$ cat src/rtl/obi_apb_bridge_nch.sv
// OBI-to-APB bridge with NUM_TARGETS APB completer channels.
// One OBI subordinate port is decoded into equally sized windows starting at
// ADDR_BASE. Only one transaction is outstanding at a time. Decode misses
// and disabled targets get an OBI error response without touching APB. A
// completer that holds PREADY low for TIMEOUT_CYCLES ACCESS cycles gets an
// error response instead of locking the bus.
//
// Ports:
//   clk, reset_n        clock, asynchronous active-low reset
//   obi_*               OBI subordinate port (req/gnt, addr, we, be, wdata,
//                       aid, rvalid/rready, rdata, err, rid, parity lines)
//   ss_ctrl_icn         per-target enable mask, sampled at grant
//   apb_paddr/pwrite/pwdata/pstrb   shared APB request signals
//   apb_psel/penable    per-channel select and enable
//   apb_prdata/pready/pslverr       per-channel completer responses
module obi_apb_bridge_nch #(
  parameter int unsigned        NUM_TARGETS    = 4,
  parameter int unsigned        OBI_AW         = 32,
  parameter int unsigned        OBI_DW         = 32,
  parameter int unsigned        OBI_IDW        = 1,
  parameter int unsigned        APB_AW         = 32,
  parameter logic [OBI_AW-1:0]  ADDR_BASE      = 32'h0103_0000,
  parameter int unsigned        SS_SIZE_LOG2   = 8,
  parameter int unsigned        TIMEOUT_CYCLES = 255
) (
  input  logic                          clk,
  input  logic                          reset_n,
  input  logic                          obi_req,
  output logic                          obi_gnt,
  output logic                          obi_gntpar,
  input  logic [OBI_AW-1:0]             obi_addr,
  input  logic                          obi_we,
  input  logic [OBI_DW/8-1:0]           obi_be,
  input  logic [OBI_DW-1:0]             obi_wdata,
  input  logic [OBI_IDW-1:0]            obi_aid,
  output logic                          obi_rvalid,
  output logic                          obi_rvalidpar,
  input  logic                          obi_rready,
  output logic [OBI_DW-1:0]             obi_rdata,
  output logic                          obi_err,
  output logic [OBI_IDW-1:0]            obi_rid,
  input  logic [NUM_TARGETS-1:0]        ss_ctrl_icn,
  output logic [APB_AW-1:0]             apb_paddr,
  output logic                          apb_pwrite,
  output logic [OBI_DW-1:0]             apb_pwdata,
  output logic [OBI_DW/8-1:0]           apb_pstrb,
  output logic [NUM_TARGETS-1:0]        apb_psel,
  output logic [NUM_TARGETS-1:0]        apb_penable,
  input  logic [NUM_TARGETS*OBI_DW-1:0] apb_prdata,
  input  logic [NUM_TARGETS-1:0]        apb_pready,
  input  logic [NUM_TARGETS-1:0]        apb_pslverr
);

  localparam int unsigned IdxW = (NUM_TARGETS > 1) ? $clog2(NUM_TARGETS) : 1;
  localparam int unsigned CntW = (TIMEOUT_CYCLES > 1) ? $clog2(TIMEOUT_CYCLES + 1) : 1;
  localparam logic [OBI_AW:0]      NumTargetsW = OBI_AW'(NUM_TARGETS);
  localparam logic [NUM_TARGETS-1:0] SelOne    = NUM_TARGETS'(1);

  typedef enum logic [1:0] {StIdle, StSetup, StAccess, StResp} state_e;

  state_e                 r_state;
  logic [CntW-1:0]        r_cnt;
  logic [APB_AW-1:0]      r_paddr;
  logic                   r_pwrite;
  logic [OBI_DW-1:0]      r_pwdata;
  logic [OBI_DW/8-1:0]    r_pstrb;
  logic [NUM_TARGETS-1:0] r_psel;
  logic [NUM_TARGETS-1:0] r_penable;
  logic                   r_rvalid;
  logic [OBI_DW-1:0]      r_rdata;
  logic                   r_err;
  logic [OBI_IDW-1:0]     r_rid;

  // Decode in OBI_AW+1 bits so an address below the base cannot wrap into a hit.
  logic [OBI_AW:0]        w_off;
  logic [OBI_AW:0]        w_win;
  logic                   w_hit;
  logic [NUM_TARGETS-1:0] w_onehot;
  logic                   w_enabled;
  logic                   w_grant;

  assign w_off     = {1'b0, obi_addr} - {1'b0, ADDR_BASE};
  assign w_win     = w_off >> SS_SIZE_LOG2;
  assign w_hit     = (obi_addr >= ADDR_BASE) && (w_win < NumTargetsW);
  assign w_onehot  = SelOne << w_win[IdxW-1:0];
  assign w_enabled = w_hit && (|(w_onehot & ss_ctrl_icn));
  assign w_grant   = reset_n && obi_req && (r_state == StIdle);

  // r_psel is one-hot on the active channel, so it doubles as the response mux select.
  logic [OBI_DW-1:0] w_prdata;
  logic              w_pready;
  logic              w_pslverr;
  logic              w_timeout;

  always_comb begin
    w_prdata = '0;
    for (int i = 0; i < int'(NUM_TARGETS); i++) begin
      if (r_psel[i]) w_prdata = w_prdata | apb_prdata[i*OBI_DW +: OBI_DW];
    end
  end

  assign w_pready  = |(apb_pready & r_psel);
  assign w_pslverr = |(apb_pslverr & r_psel);
  // r_cnt counts completed ACCESS cycles, so +1 includes the current one.
  assign w_timeout = (TIMEOUT_CYCLES != 0) && ((32'(r_cnt) + 32'd1) == TIMEOUT_CYCLES);

  always_ff @(posedge clk or negedge reset_n) begin
    if (!reset_n) begin
      r_state   <= StIdle;
      r_cnt     <= '0;
      r_paddr   <= '0;
      r_pwrite  <= 1'b0;
      r_pwdata  <= '0;
      r_pstrb   <= '0;
      r_psel    <= '0;
      r_penable <= '0;
      r_rvalid  <= 1'b0;
      r_rdata   <= '0;
      r_err     <= 1'b0;
      r_rid     <= '0;
    end else begin
      case (r_state)
        StIdle: begin
          if (w_grant) begin
            r_rid   <= obi_aid;
            r_rdata <= '0;
            if (w_enabled) begin
              // Shared APB signals only change for a real access, so they
              // hold their last values across error responses.
              r_paddr  <= obi_addr[APB_AW-1:0];
              r_pwrite <= obi_we;
              r_pwdata <= obi_wdata;
              r_pstrb  <= obi_be;
              r_psel   <= w_onehot;
              r_err    <= 1'b0;
              r_state  <= StSetup;
            end else begin
              r_err    <= 1'b1;
              r_rvalid <= 1'b1;
              r_state  <= StResp;
            end
          end
        end
        StSetup: begin
          r_penable <= r_psel;
          r_cnt     <= '0;
          r_state   <= StAccess;
        end
        StAccess: begin
          if (w_pready) begin
            r_rdata   <= r_pwrite ? '0 : w_prdata;
            r_err     <= w_pslverr;
            r_rvalid  <= 1'b1;
            r_psel    <= '0;
            r_penable <= '0;
            r_cnt     <= '0;
            r_state   <= StResp;
          end else if (w_timeout) begin
            r_rdata   <= '0;
            r_err     <= 1'b1;
            r_rvalid  <= 1'b1;
            r_psel    <= '0;
            r_penable <= '0;
            r_cnt     <= '0;
            r_state   <= StResp;
          end else begin
            r_cnt <= r_cnt + CntW'(1);
          end
        end
        StResp: begin
          if (obi_rready) begin
            r_rvalid <= 1'b0;
            r_state  <= StIdle;
          end
        end
        default: r_state <= StIdle;
      endcase
    end
  end

  assign obi_gnt       = w_grant;
  assign obi_gntpar    = ~w_grant;
  assign obi_rvalid    = r_rvalid;
  assign obi_rvalidpar = ~r_rvalid;
  assign obi_rdata     = r_rdata;
  assign obi_err       = r_err;
  assign obi_rid       = r_rid;
  assign apb_paddr     = r_paddr;
  assign apb_pwrite    = r_pwrite;
  assign apb_pwdata    = r_pwdata;
  assign apb_pstrb     = r_pstrb;
  assign apb_psel      = r_psel;
  assign apb_penable   = r_penable;

endmodule
$ cat config.mk
export PLATFORM = sky130hd
export DESIGN_NAME = obi_apb_bridge_nch
export DESIGN_NICKNAME = d
export VERILOG_FILES = /design/src/rtl/obi_apb_bridge_nch.sv
export SDC_FILE = /design/constraint.sdc
export NUM_CORES = 1
export LEC_CHECK = 0
export CAP_MARGIN = 10
export CORE_MARGIN = 8
export CORE_UTILIZATION = 40
export DETAILED_ROUTE_END_ITERATION = 6
export PLACE_DENSITY = 0.93
export SYNTH_ARGS = -nofsm -noshare
export SYNTH_HDL_FRONTEND = slang
export SYNTH_SLANG_ARGS = --single-unit
$ cat constraint.sdc
create_clock -name clk -period 5.15 [get_ports clk]
set_clock_uncertainty 0.05 [all_clocks]
set_input_delay 0.515 -clock clk [delete_from_list [all_inputs] [get_ports clk]]
set_output_delay 0.515 -clock clk [all_outputs]
set_load 0.05 [all_outputs]
# == After elaboration in Yosys (flattened, before gate mapping) ==
# Index checks and enable logic that the tools add are counted.
# classes
n_addsub,3
n_eq_ne,9
muxes,34
bitwise_logic,8
n_reduce_logical,18
n_shift,1
order_cmp,2
# op_table
operator,n
$mux W32,8
$or A32 B32 Y32,3
$pmux W32 S2,1
$sub A32 B25 Y33 const B,1
$ge A32 B25 Y1 const B,1
$lt A25 B3 Y1 const B,1
$mux W4,4
$mux W8,2
$pmux W4 S2,2
$pmux W8 S2,1
$and A4 B4 Y4,3
$reduce_or A4 Y1,3
$mux W2,5
$add A8 B1 Y9 const B,1
$eq A9 B8 Y1 const B,1
$reduce_and A3 Y1,3
$add A8 B1 Y8 const B,1
$mux W1,8
$ne A2 B2 Y1 const B,4
$pmux W2 S4,1
$reduce_and A5 Y1,1
$eq A2 B2 Y1 const B,2
$logic_and A1 B1 Y1,4
$reduce_and A2 Y1,2
other kinds (10),12
# totals
register_bits,122
output_inout_bits,115
input_bits,214
elab_cells,87

# == Depth between registers and ports, before layout ==
# Gate-level depths: netlist (run 1).
# depth
word_depth,10
mapped_depth,10
mapped_depth_nobuf,8

# == Worst setup path before layout (run 1) ==
# OpenSTA, ideal clock, no wires.
# synth_timing
path_type,input to register
start,in obi_addr[16]
end,reg r_pstrb[0] (netlist: apb_pstrb[0])
path_slack_ns,2.289
arrival_ns,2.686
t_required_ns,4.975
path_stages,9
setup_time_ns,0.125
path_buffers,2
cell_sequence,ha_1 clkbuf_1 or4_1 o221ai_1 nand4_1 a2111oi_4 nand3_4 buf_6 mux2_4
# synth_via
elab_chain_len,5
elab_cells_between_ends,6
classes_between,add/sub (1); order compare (2); reduce/logical (3)
# synth_lines
element,line,text
from (decl),31,"input logic [OBI_AW-1:0] obi_addr,"
$sub A32 B25 Y33,82,"assign w_off = {1'b0, obi_addr} - {1'b0, ADDR_BASE};"
$lt A25 B3 Y1,84,assign w_hit = (obi_addr >= ADDR_BASE) && (w_win < NumTargetsW);
$logic_and A1 B1 Y1 (*),84,
$logic_and A1 B1 Y1 (*),86,assign w_enabled = w_hit && (|(w_onehot & ss_ctrl_icn));
$reduce_and A3 Y1 (no source line) (*),-,
to (signal assigned),133,r_pstrb <= obi_be;
to (decl),66,logic [OBI_DW/8-1:0] r_pstrb;
# Every way passes the cells marked *; elsewhere a longest branch is shown, timed or not.
# A chain may end at the register's enable or synchronous reset.

# == Worst setup path in the final report (run 1) ==
# layout_timing
start,in obi_addr[16]
end,reg r_pwdata[6] (netlist: apb_pwdata[6])
# layout_via
elab_chain_len,5
elab_cells_between_ends,6
classes_between,add/sub (1); order compare (2); reduce/logical (3)
# layout_lines
element,line,text
$sub A32 B25 Y33,82,
$lt A25 B3 Y1,84,
$logic_and A1 B1 Y1 (*),84,
$logic_and A1 B1 Y1 (*),86,
$reduce_and A3 Y1 (no source line) (*),-,
to (signal assigned),132,r_pwdata <= obi_wdata;
to (decl),65,logic [OBI_DW-1:0] r_pwdata;
# Marked as above.

==> results of run 1 <==
[final cells by class]
cell class	count	area, µm²
antenna	1	2.50
sequential	122	3050
clock buffer	19	433
multi-input combinational	329	2760
timing repair buffer	335	3350
clock inverter	13	144
fill	1103	4960
inverter	12	45.0
tap	188	235
[layer usage]
layer | GRT usage [%] | vias up | share of wire, %
li1 | - | 2547 | -
met1 | 26.2 | 2732 | 38
met2 | 42.1 | 295 | 50
met3 | 9.78 | 40 | 9.5
met4 | 9.47 | 2 | 2.7
met5 | 0 | - | 0.033
[kinds of logic (layout without fill, tap and decap cells)]
logic type	Yosys count	in the layout	share of synthesized area (%)
AOI/OAI and AO/OA	144	144	19.5
xor gates and xnor gates	2	2	0.290
adders and majority gates	7	7	1.45
buffers and inverters	50	379	3.99
DFF	122	122	50.5
muxes	59	59	14.0
other	0	1	0
and+or+nand+nor	117	117	10.3
[critical path, stage by stage]
cell and delay [ps]:
sky130_fd_sc_hd__clkdlybuf4s50_1 490, sky130_fd_sc_hd__ha_1 350, sky130_fd_sc_hd__or4_1 550, sky130_fd_sc_hd__o221ai_1 160, sky130_fd_sc_hd__nand4_1 170, sky130_fd_sc_hd__a2111oi_4 380
sky130_fd_sc_hd__nand3_4 560, sky130_fd_sc_hd__buf_12 420, sky130_fd_sc_hd__mux2_4 320
[power breakdown]
group | switching [mW] | internal [mW]
logic | 0.0620 | 0.149
registers | 0.0000000189 | 0.959
clock network | 0.445 | 0.715
total | 0.507 | 1.82
[registers in the layout (all words and copies together), names as in the netlist]
register / count
obi_rid: 1
apb_penable: 4
obi_rdata: 32
r_cnt: 8
obi_rvalid: 1
apb_pwrite: 1
apb_psel: 4
apb_pstrb: 4
apb_pwdata: 32
apb_paddr: 32
obi_err: 1
r_state: 2
[cells in the mapped netlist (2+ instances only)]
| cell | count | area (µm²) |
|---|---|---|
| sky130_fd_sc_hd__mux2_4 | 47 | 706 |
| sky130_fd_sc_hd__nor2_1 | 9 | 33.8 |
| sky130_fd_sc_hd__clkbuf_1 | 26 | 97.6 |
| sky130_fd_sc_hd__a22o_1 | 38 | 333 |
| sky130_fd_sc_hd__a21oi_1 | 5 | 25.0 |
| sky130_fd_sc_hd__and2_1 | 20 | 125 |
| sky130_fd_sc_hd__buf_6 | 7 | 78.8 |
| sky130_fd_sc_hd__inv_1 | 12 | 45.0 |
| sky130_fd_sc_hd__nand2_1 | 42 | 158 |
| sky130_fd_sc_hd__a31oi_1 | 2 | 12.5 |
| sky130_fd_sc_hd__xnor2_1 | 2 | 17.5 |
| sky130_fd_sc_hd__and3_1 | 9 | 56.3 |
| sky130_fd_sc_hd__nor3b_1 | 4 | 30.0 |
| sky130_fd_sc_hd__ha_1 | 7 | 87.6 |
| sky130_fd_sc_hd__mux2_2 | 7 | 78.8 |
| sky130_fd_sc_hd__dfrtp_1 | 122 | 3050 |
| sky130_fd_sc_hd__nand3_1 | 8 | 40.0 |
| sky130_fd_sc_hd__o31ai_1 | 34 | 255 |
| sky130_fd_sc_hd__buf_1 | 4 | 15.0 |
| sky130_fd_sc_hd__and4_1 | 2 | 17.5 |
| sky130_fd_sc_hd__a311oi_1 | 2 | 17.5 |
| sky130_fd_sc_hd__mux2i_1 | 3 | 30.0 |
| sky130_fd_sc_hd__a22oi_1 | 4 | 30.0 |
| sky130_fd_sc_hd__nor3_1 | 6 | 30.0 |
| sky130_fd_sc_hd__nand2b_1 | 3 | 18.8 |
| sky130_fd_sc_hd__o21ai_0 | 9 | 45.0 |
| sky130_fd_sc_hd__a211o_1 | 3 | 26.3 |
| sky130_fd_sc_hd__nand4_1 | 3 | 18.8 |
| sky130_fd_sc_hd__nor2b_1 | 5 | 31.3 |
| sky130_fd_sc_hd__or4_1 | 2 | 15.0 |
| sky130_fd_sc_hd__a221oi_1 | 32 | 280 |
| sky130_fd_sc_hd__a21o_1 | 5 | 37.5 |
| sky130_fd_sc_hd__o211ai_1 | 2 | 15.0 |
[worst paths after layout]
path	to	from	depth (start not counted)	slack (ps)
min reg2reg	apb_penable[3]$_DFFE_PN0P_	apb_penable[3]$_DFFE_PN0P_	1	420
max	apb_pwdata[6]$_DFFE_PN0P_	obi_addr[16]	9	1440
max reg2reg	obi_rdata[15]$_DFFE_PN0P_	r_cnt[1]$_DFFE_PN0P_	7	2220
min	obi_rvalid$_DFFE_PN0P_	reset_n	1	120
max in group asynchronous	apb_pwdata[20]$_DFFE_PN0P_	reset_n	2	3630
min in group clk	apb_penable[3]$_DFFE_PN0P_	apb_penable[3]$_DFFE_PN0P_	1	420
[metrics by stage]
| stage | utilization, % | instance area (µm²) | setup slack, ps |
|---|---|---|---|
| 2_1_floorplan | - | 6050 | 2290 |
| 3_3_place_gp | 63.0 | 9440 | 1120 |
| 3_5_place_dp | 63.0 | 9440 | 1010 |
| 4_1_cts | 66.9 | 10000 | 1450 |
| 5_1_grt | 66.9 | 10000 | 1280 |
| 6_report | 66.9 | 10000 | 1440 |
==> results, run 1 <==
- The die height is 139 µm.
- Sequential elements use 50.5% of the synthesized area.
- The tree is rooted in a sky130_fd_sc_hd__clkbuf_16.
- Synthesis produced a netlist whose cell count is 501.
- The number of endpoints with negative hold slack in the final report is 0.
- Setup repair after global routing left no endpoint under its margin.
- The pin count of the biggest net entering global routing is 66.
- The H-tree was split into 4 levels.
- After clock tree synthesis, the flow added hold-fix buffers numbering 0.
- The overall overflow remaining after global route is 0.
- The reported max-cap violation count is 0.
- No sink is reached through more buffers than the 2 on the longest clock path.
- The count of input and output buffers is between 300 and 400.
- Setup violations remaining at the end of the flow were counted as 0.
- Headroom to the max-slew limit came out at 45.0%.
- For this run, the number of Yosys warnings is 0.
- The number of resized instances in the post-cts repair step is 0.
- The per-cell via count in the routed design is 5.51.
- The power density of the placed cells is 233 mW/mm².
- The type of the tightest min-delay check is in -> async.
- The library cell used most frequently in the layout, excluding fill and tap cells, is sky130_fd_sc_hd__clkdlybuf4s50_1.
- The detail route stage leaves a number of antenna-violating nets equal to 0.
- The overall via count from detail_route is 5,616.
- The initial antenna violation count is 2.
- The number of slew-limit violations in the final report came to 0.
- STA classifies the critical path endpoint as a register.
- Including well taps, the total number of placed cells is around 990.
- The via count of the first global-routing pass is 6,014.
- The floorplan step defined a die boundary enclosing 0.0193 mm².
- Summed over all layers, the routed wires come to 23,900 µm.
- The count of clock tree sinks is 122.
- The clock tree from TritonCTS is yes.
- The number of top-level pins is 329.
- Row generation in the floorplan step produced 45 rows.
- After detailed routing, the average wire length per cell comes to 23.5 µm.
- Counting every net in the synthesized netlist gives 722.
- The share of async-settable or async-resettable flops after synthesis is 100%.
- Summing every instance area after synthesis gives 0.00605 mm².
- Buffers inserted during clock tree synthesis total 17.
- The data arrival time of the critical path is 3950 ps.
- The region available for standard cell placement spans about 0.015 mm².
- The final total power is 2.33 mW.
- Routability-driven placement finished with a final weighted congestion of 0.851.
- Once the floorplan was initialized, standard cells occupied between 40% and 50% of the core.
- Buffers added to address setup during post-CTS repair amount to 0.
- The clock latency on the worst-skew pair is approximately 410 ps.
- The ratio of cells with drive above 1 in the final layout is 12.0%.
- The library cells used most frequently in the layout, excluding fill and tap cells, are sky130_fd_sc_hd__clkdlybuf4s50_1, sky130_fd_sc_hd__dfrtp_1, sky130_fd_sc_hd__mux2_4.
- The layout overhead on the synthesized area is 65.7%.
- For this run, the top clock speed supported by timing is roughly 270 MHz.
- The clock slew seen by the registers of the worst setup and hold paths is 50 ps.
- In this run, synthesis produced a sequential element count of 122.
- The most common flop cell mapped by yosys is sky130_fd_sc_hd__dfrtp_1.
- After the first detailed-routing iteration, the DRC count stood at 348.
- STA puts the critical path data required time at 5390 ps.
- Before antenna repair, the detailed router went through 5 iterations.
- The synthesized area per cell is 12.1 µm².
- The total negative slack for setup checks is 0 ps.
- The worst-case IR drop observed on VDD is roughly 0.00024 V.
- The slew of the pin with the lowest slew margin is 825 ps.
- The placed wire-length estimate after detailed placement is 18,000 µm.
- The width of the die is 139 µm.
- The net count of the finished layout is around 1,000.
- Global routing used 24.3% of the available tracks across all layers.
- The count of unresolved DRC violations after routing is 0.
- The finished layout holds 1,019 standard cells, fillers aside.
- The flow ran to the end, and the final reports show no timing, DRC or antenna violations.
- The first global-routing pass estimated around 36,000 µm of wire.
- Summed over all cells, the static leakage comes to 4.42 nW.
- Yosys mapped a number of flops with a built-in enable equal to 0.
- Across all hold checks on the routed design, the worst slack comes to roughly 120 ps.
- In the finished design, the share of the clock period the worst path needs comes to 72.1%.
- The type of element launching the critical path is an input pin.
- The final critical-path required period is 3710 ps.
- Counting distinct cell types in the post-synthesis netlist gives 48.
- The startpoint-to-endpoint class of the critical path is in -> reg.
- The maximum fanout encountered on the critical timing path is 40.
(Power assumes the default switching activity.)
==> run 2, diff against run 1 <==
--- a/config.mk
+++ b/config.mk
@@ -7,9 +7,9 @@
 export LEC_CHECK = 0
 export CAP_MARGIN = 10
 export CORE_MARGIN = 8
-export CORE_UTILIZATION = 40
+export CORE_UTILIZATION = 39
 export DETAILED_ROUTE_END_ITERATION = 6
-export PLACE_DENSITY = 0.93
+export PLACE_DENSITY = 0.91
 export SYNTH_ARGS = -nofsm -noshare
 export SYNTH_HDL_FRONTEND = slang
 export SYNTH_SLANG_ARGS = --single-unit
==> constraint.sdc (replaced) <==
create_clock -name clk -period 3.75 [get_ports clk]
set_clock_uncertainty 0.05 [all_clocks]
set_input_delay 0.375 -clock clk [delete_from_list [all_inputs] [get_ports clk]]
set_output_delay 0.375 -clock clk [all_outputs]
set_load 0.05 [all_outputs]
==> run 2 against run 1 <==
  * Total power rose by 36%
  * Highest routed layer is now met4
  * Clock power increased by 34%
  * Worst setup slack lost 870 ps
  * Sequential power rose by 38%
  * Die area up 2.3%
  * Final cell count rose by 0.79%
==> results, run 2 (same netlist as run 1, synthesis figures left out) <==
- The leakage power is 4.47 nW (+1.2%).
- The largest individual stage delay along the critical path comes from the cell sky130_fd_sc_hd__or4_1.
- The core box area is 0.0152 mm² (+1.5%).
- The most common cell after layout, fill and taps aside is sky130_fd_sc_hd__clkdlybuf4s50_1.
- Setup repair after global routing left no endpoint under its margin.
- The total number of H-tree levels came to 4 (unchanged).
- The pin count of the biggest net entering global routing is 83 (+26%).
- The width of the die came to 141 µm (+1.1%).
- The post-CTS repair timing setup buffer count is 0 (unchanged).
- The worst supply voltage drop on vdd is 0.000326 V (+33%).
- The maximum number of buffers from clock root to sink came to 2 (unchanged).
- The dominant delay contributor by cell family on the critical path is simple AND/OR/NAND/NOR gates.
- The instance count along the most critical hold path is 1.
- The total global routing track utilization came to 22.4% (-2.0 points).
- The start point of the worst hold path is apb_paddr[16]$_DFFE_PN0P_.
- The end of the worst register-to-register path is obi_rdata[6]$_DFFE_PN0P_.
- The count of clock tree sinks is 122 (unchanged).
- The critical path goes through clkdlybuf4s50_1, or4_1, nor3_2, o211ai_1, a2111oi_4, nand3_4, buf_4, mux2_4.
- The floorplan die area is 0.0197 mm² (+2.3%).
- The setup path with the least slack is of type in -> reg.
- The final critical-path required period is 3190 ps.
- The run finished with clean final reports.
- The overall overflow remaining after global route was 0 (unchanged).
- Dividing the final minimum period by the clock period gives 85.0%.
- STA classifies the critical path startpoint as an input pin.
- The number of endpoints with negative hold slack in the final report is 0 (unchanged).
- The placed wire-length estimate after detailed placement was 17,300 µm (-3.7%).
- The count of input and output buffers is 328 (unchanged).
- TritonCTS built the clock tree.
- The average wire per cell in the routed design is 21.7 µm (-7.6%).
- The total negative slack for setup checks is 0 ps (unchanged).
- The data arrival time of the critical path was 3440 ps (-510 ps).
- The register-to-register path setup slack is 1120 ps (-1100 ps).
- The post-detailed-route count of antenna-violating nets is 0 (unchanged).
- The count of cells along the worst register-to-register path was 7 (unchanged).
- The destination of the worst hold path is apb_paddr[16]$_DFFE_PN0P_.
- The number of buffers created by CTS is 17 (unchanged).
- The total number of placement rows is 45 (unchanged).
- The clock slew seen by the registers of the worst setup and hold paths is 60 ps (about the same).
- The initial core utilization is 39.8% (-0.60 points).
- The startpoint of the most critical register-to-register path is r_state[0]$_DFFE_PN0P_.
- The worst slew margin relative to its limit is 31.8% (-13 points).
- The per-cell via count in the routed design is 5.45 (-1.2%).
- In the layout the commonest cells are sky130_fd_sc_hd__clkdlybuf4s50_1, sky130_fd_sc_hd__dfrtp_1, sky130_fd_sc_hd__mux2_4.
- The total inserted antenna cells is 0 (-1).
- The slew of the pin with the lowest slew margin is 1020 ps (+198 ps).
- The critical path capture point type is a register.
- The via count of the first global-routing pass was 5,963 (-0.85%).
- The number of filler cells placed in the layout came to 1,126 (+2.1%).
- The total number of nets in the final design came to 1,047 (+0.87%).
- The maximum clock rate is 314 MHz.
- The ratio of cells with drive above 1 in the final layout is 13.0% (+0.94 points).
- The number of non-filler instances in the completed layout is 1,027 (+0.79%).
- The data required time of the worst path came to 4000 ps (-1390 ps).
- The overall via count from detail_route is 5,593 (-0.41%).
- The placed instance count is 994 (+0.81%).
- The final total power was 3.17 mW (+36%).
- The root buffer cell chosen for the clock tree is sky130_fd_sc_hd__clkbuf_16.
- The number of slew-limit violations in the final report is 0 (unchanged).
- The count of unresolved DRC violations after routing was 0 (unchanged).
- The detailed router's first-iteration violation count was 280 (-20%).
- The number of top-level pins is 329 (unchanged).
- Compared with the post-synthesis result, the final layout area differs by 67.2%.
- The die height is 141 µm (+1.1%).
- The reported max-cap violation count is 0 (unchanged).
- The number of buffer and inverter stages on the critical path came to 2 (unchanged).
- The initial antenna violation count is 0 (-2).
- The maximum fanout encountered on the critical timing path came to 14 (-65%).
- The first-pass GRT wire length is 34,300 µm (-4.3%).
- The type of the tightest min-delay check is reg -> reg.
- The number of optimization iterations in the first detailed-route pass came to 4 (-1).
- The power density of the placed cells is 314 mW/mm² (+35%).
- The aggregate routed wire length was 22,300 µm (-6.8%).
- The delay of the slowest cell on the worst path is 650 ps (+90 ps).
- The global placer's final weighted congestion was 0.900 (+5.8%).
- The clock latency on the worst-skew pair is 420 ps (about the same).
- The final-report setup violation count is 0 (unchanged).
- The number of resized instances in the post-cts repair step was 0 (unchanged).
## run 2: changes by cell type in the layout (fill, tap and decap cells not counted), sizes merged
cell	before	now
buf	8	16
bufinv	2	1
clkbuf	19	17
clkinv	4	5
diode	1	0
dlygate4sd3	0	1
inv	15	17
## run 2: power by group
part | internal, mW | total, mW | switching [mW] | leakage [nW]
combinational | 0.206 | 0.289 | 0.0833 | 2.53
clock | 0.920 | 1.56 | 0.645 | 0.267
sequential | 1.32 | 1.32 | 0.0000000242 | 1.67
total | 2.44 | 3.17 | 0.728 | 4.47
## run 2: area by class of cell
cell class	instances	area, µm²	area share (%)
repair buffers	344	3450	34.2
flip-flops and latches	122	3050	30.2
multi-input cells	329	2760	27.3
clock buffers	17	425	4.21
well taps	188	235	2.33
clock inverters	15	140	1.39
inverters	12	45.0	0.445
## run 2: layer usage
| metal | share of wire [%] | vias to the layer above | global-route usage [%] |
|---|---|---|---|
| met4 | 1.6 | 0 | 6.79 |
| met3 | 8.4 | 30 | 6.97 |
| li1 | - | 2557 | - |
| met2 | 52 | 265 | 39.9 |
| met5 | 0 | - | 0 |
| met1 | 38 | 2741 | 25.1 |
## run 2: repair_timing
item,4_1_cts,5_1_grt
endpoints found under the setup margin,0,0
hold buffers,1,0
endpoints found under the hold margin,40,0
## run 2: per-stage QoR
stage / setup WS [ps] / cell area (µm²) / utilization, % / hold slack, ps
after floorplan: 957 / 6050 / - / 29.4
after global routing: 385 / 10100 / 66.5 / 440
after global placement: 244 / 9540 / 62.7 / 349
after detailed placement: 167 / 9540 / 62.7 / 361
final: 563 / 10100 / 66.5 / 423
after CTS: 540 / 10100 / 66.5 / 418
## run 2: how the worst max path moves through the flow
stage                           startpoint                    endpoint  cells past startpoint
floorplan           r_state[0]$_DFFE_PN0P_    apb_pstrb[0]$_DFFE_PN0P_                      8
global placement              obi_addr[18]    apb_paddr[2]$_DFFE_PN0P_                      8
detailed placement            obi_addr[18]    apb_paddr[2]$_DFFE_PN0P_                      8
CTS                                reset_n                     obi_gnt                      5
global route                       reset_n                     obi_gnt                      5
finish                        obi_addr[18]  apb_pwdata[16]$_DFFE_PN0P_                      8
## run 2: worst reg2reg max path: cells and delay by family (launching register included)
| family | cells | cell delay, ps |
|---|---|---|
| buffers and inverters | 2 | 440 |
| AND/OR/NAND/NOR | 2 | 670 |
| AO/OA/AOI/OAI | 2 | 560 |
| adder cells (fa/ha/maj) | 1 | 360 |
| flip-flops | 1 | 410 |
==> run 3, diff against run 2 <==
==> constraint.sdc (replaced) <==
create_clock -name clk -period 3.25 [get_ports clk]
set_clock_uncertainty 0.05 [all_clocks]
set_input_delay 0.325 -clock clk [delete_from_list [all_inputs] [get_ports clk]]
set_output_delay 0.325 -clock clk [all_outputs]
set_load 0.05 [all_outputs]
==> run 3 against run 2 <==
  * Sequential cell count did not move
  * Via count decreased by 0.66%
  * Total power is 16% higher
  * Clock power is 16% higher
  * Final cell count increased by 0.58%
  * Register-to-register slack got worse by 340 ps
  * Global-route usage down 0.21 points
  * Wire length shrank 0.24%
  * Sequential share of layout area shrank 0.075 points
  * Sequential power is 15% higher
  * Die area unchanged
  * Largest cell class unchanged
==> results, run 3 (same netlist as run 1, synthesis figures left out) <==
- The total number of nets in the final design came to 1,053 (+0.57%).
- The total global routing track utilization was 22.2% (-0.21 points).
- The count of clock tree sinks is 122 (unchanged).
- The fraction of power consumed by sequential logic is 41.4% (about the same).
- For the finished layout, the period the worst path requires is between 2000 and 3000 ps.
- The power density of the placed cells came to 362 mW/mm² (+15%).
- The number of buffers created by CTS is 17 (unchanged).
- The core box area came to 0.0152 mm² (unchanged).
- The leakage power was 4.50 nW (+0.54%).
- The total inserted antenna cells is 0 (unchanged).
- The reported max-cap violation count came to 0 (unchanged).
- The top cell types in the final layout, fill and taps aside, are sky130_fd_sc_hd__clkdlybuf4s50_1, sky130_fd_sc_hd__dfrtp_1, sky130_fd_sc_hd__mux2_4.
- The first-pass GRT wire length is 33,900 µm (-1.2%).
- The global placer's final weighted congestion is 0.904 (+0.48%).
- The ratio of cells with drive above 1 in the final layout is 13.6% (+0.62 points).
- The count of input and output buffers is 328 (unchanged).
- Setup repair after global routing left no endpoint under its margin.
- The floorplan die area was 0.0197 mm² (unchanged).
- The clock tree from TritonCTS is yes.
- The switching power as a share of total power is 24.2% (+1.3 points).
- From synthesis to final layout, the design area changed by 67.6%.
- The type of the tightest min-delay check is in -> reg.
- The worst slew margin relative to its limit is 36.7% (+5.0 points).
- The aggregate routed wire length is 22,200 µm (-0.24%).
- The number of slew-limit violations in the final report is 0 (unchanged).
- The total number of placement rows was 45 (unchanged).
- The maximum number of buffers from clock root to sink was 2 (unchanged).
- The overall via count from detail_route was 5,556 (-0.66%).
- After layout, the worst path uses 91.8% of the clock period.
- The final-layout worst hold slack is 402 ps (-20.6 ps).
- CTS placed an instance of sky130_fd_sc_hd__clkbuf_16 at the clock tree root.
- The via count of the first global-routing pass was 5,987 (+0.40%).
- The count of unresolved DRC violations after routing is 0 (unchanged).
- The placed instance area is 0.00956 mm² (+0.21%).
- The worst setup path is launched from a register.
- The number of top-level pins is 329 (unchanged).
- The data arrival time of the critical path is 2610 ps (-830 ps).
- The die height is 141 µm (unchanged).
- For this run, the top clock speed supported by timing is 335 MHz.
- The number of endpoints with negative hold slack in the final report is 0 (unchanged).
- The per-cell via count in the routed design is 5.38 (-1.2%).
- Leaving out fill and tap cells, the most frequent cell in the layout is sky130_fd_sc_hd__clkdlybuf4s50_1.
- The post-CTS repair timing setup buffer count is 0 (unchanged).
- The initial core utilization was 39.8% (unchanged).
- The slew of the pin with the lowest slew margin came to 949 ps (-74.5 ps).
- The clock network power share was 49.3% (about the same).
- The detailed router's first-iteration violation count is 338 (+21%).
- The initial antenna violation count is 0 (unchanged).
- The data required time of the worst path is 2870 ps (-1130 ps).
- The switching power was 0.889 mW (+22%).
- The width of the die is 141 µm (unchanged).
- The pin count of the biggest net entering global routing is 77 (-7.2%).
- The total negative slack for setup checks was 0 ps (unchanged).
- The number of filler cells placed in the layout came to 1,095 (-2.8%).
- The post-detailed-route count of antenna-violating nets is 0 (unchanged).
- The maximum fanout encountered on the critical timing path is 9 (-5).
- The design internal power came to 2.78 mW (+14%).
- The overall overflow remaining after global route is 0 (unchanged).
- The flow ran to the end, and the final reports show no timing, DRC or antenna violations.
- The post-layout instance area is 0.0101 mm² (+0.25%).
- The placed wire-length estimate after detailed placement is 17,300 µm (about the same).
- The share of the core filled with cells in the final layout was 66.7% (+0.16 points).
- By startpoint and endpoint, the worst setup path is classified as reg -> out.
- The total number of H-tree levels is 4 (unchanged).
- The clock latency on the worst-skew pair is 420 ps (about the same).
- The worst supply voltage drop on vdd is 0.000346 V (+6.2%).
- The average wire per cell in the routed design is 21.5 µm (-0.82%).
- The number of optimization iterations in the first detailed-route pass came to 5 (+1).
- The clock slew seen by the registers of the worst setup and hold paths is 60 ps (about the same).
- The final-report setup violation count is 0 (unchanged).
- The part of the power in combinational logic is 9.3% (+0.2 points).
- The critical path capture point type is an output port.
- The final total power is 3.67 mW (+16%).
-- run 3: cell count changes in the layout (fill, tap and decap cells not counted), sizes merged --
cell      delta
buf          +6
inv          +6
bufinv       -1
clkinvlp     -1
clkinv       -4
-- run 3: cell type report --
| class | count | area (µm²) | area share [%] |
|---|---|---|---|
| timing repair buffer | 350 | 3470 | 34.3 |
| inverter | 12 | 45.0 | 0.444 |
| sequential | 122 | 3050 | 30.1 |
| clock buffer | 17 | 425 | 4.20 |
| multi-input combinational | 329 | 2760 | 27.2 |
| clock inverter | 15 | 145 | 1.43 |
| tap | 188 | 235 | 2.32 |
-- run 3: worst max-delay path, stage by stage, from the launching register on --
cell                              delay, ps
sky130_fd_sc_hd__dfrtp_1                400
sky130_fd_sc_hd__inv_1                  110
sky130_fd_sc_hd__ha_1                   350
sky130_fd_sc_hd__nand3_1                260
sky130_fd_sc_hd__inv_1                  230
sky130_fd_sc_hd__clkdlybuf4s50_1        840
-- run 3: worst paths after layout --
path                                                from                        end  slack (ps)  depth (start not counted)
worst max-delay path              r_state[0]$_DFFE_PN0P_                    obi_gnt         270                          5
worst min-delay path                             obi_aid        obi_rid$_DFFE_PN0P_         400                          3
worst max register to register      r_cnt[1]$_DFFE_PN0P_       r_cnt[0]$_DFFE_PN0P_         780                          7
worst min register to register  obi_rdata[5]$_DFFE_PN0P_   obi_rdata[5]$_DFFE_PN0P_         420                          2
max in group asynchronous                        reset_n  apb_paddr[22]$_DFFE_PN0P_        1270                          4
min in group asynchronous                        reset_n        obi_err$_DFFE_PN0P_         500                          3
-- run 3: power groups by stage --
stage | clock network (mW) | registers (mW) | logic, mW
finish | 1.81 | 1.52 | 0.340
global route | 1.92 | 1.52 | 0.363
CTS | 1.85 | 1.52 | 0.342
detailed placement | 0 | 1.55 | 0.339
global placement | 0 | 1.55 | 0.331
floorplan | 0 | 1.55 | 0.0236
-- run 3: layer usage --
layer	vias to the layer above	wire, µm	track usage (%)
met3	32	1810	7.41
met4	0	489	8.77
met5	-	0	0
met2	260	11400	38.9
met1	2685	8580	24.2
li1	2579	-	-
-- run 3: through the flow --
stage,setup slack [ps],instances
after floorplan,457,501
after global placement,132,1000
after detailed placement,-20.7,1000
after CTS,259,1033
after global routing,171,1033
final,268,1033
-- run 3: repair_timing --
item	4_1_cts	5_1_grt
hold buffers	1	0
endpoints found under the hold margin	46	0
resized for setup	0	0
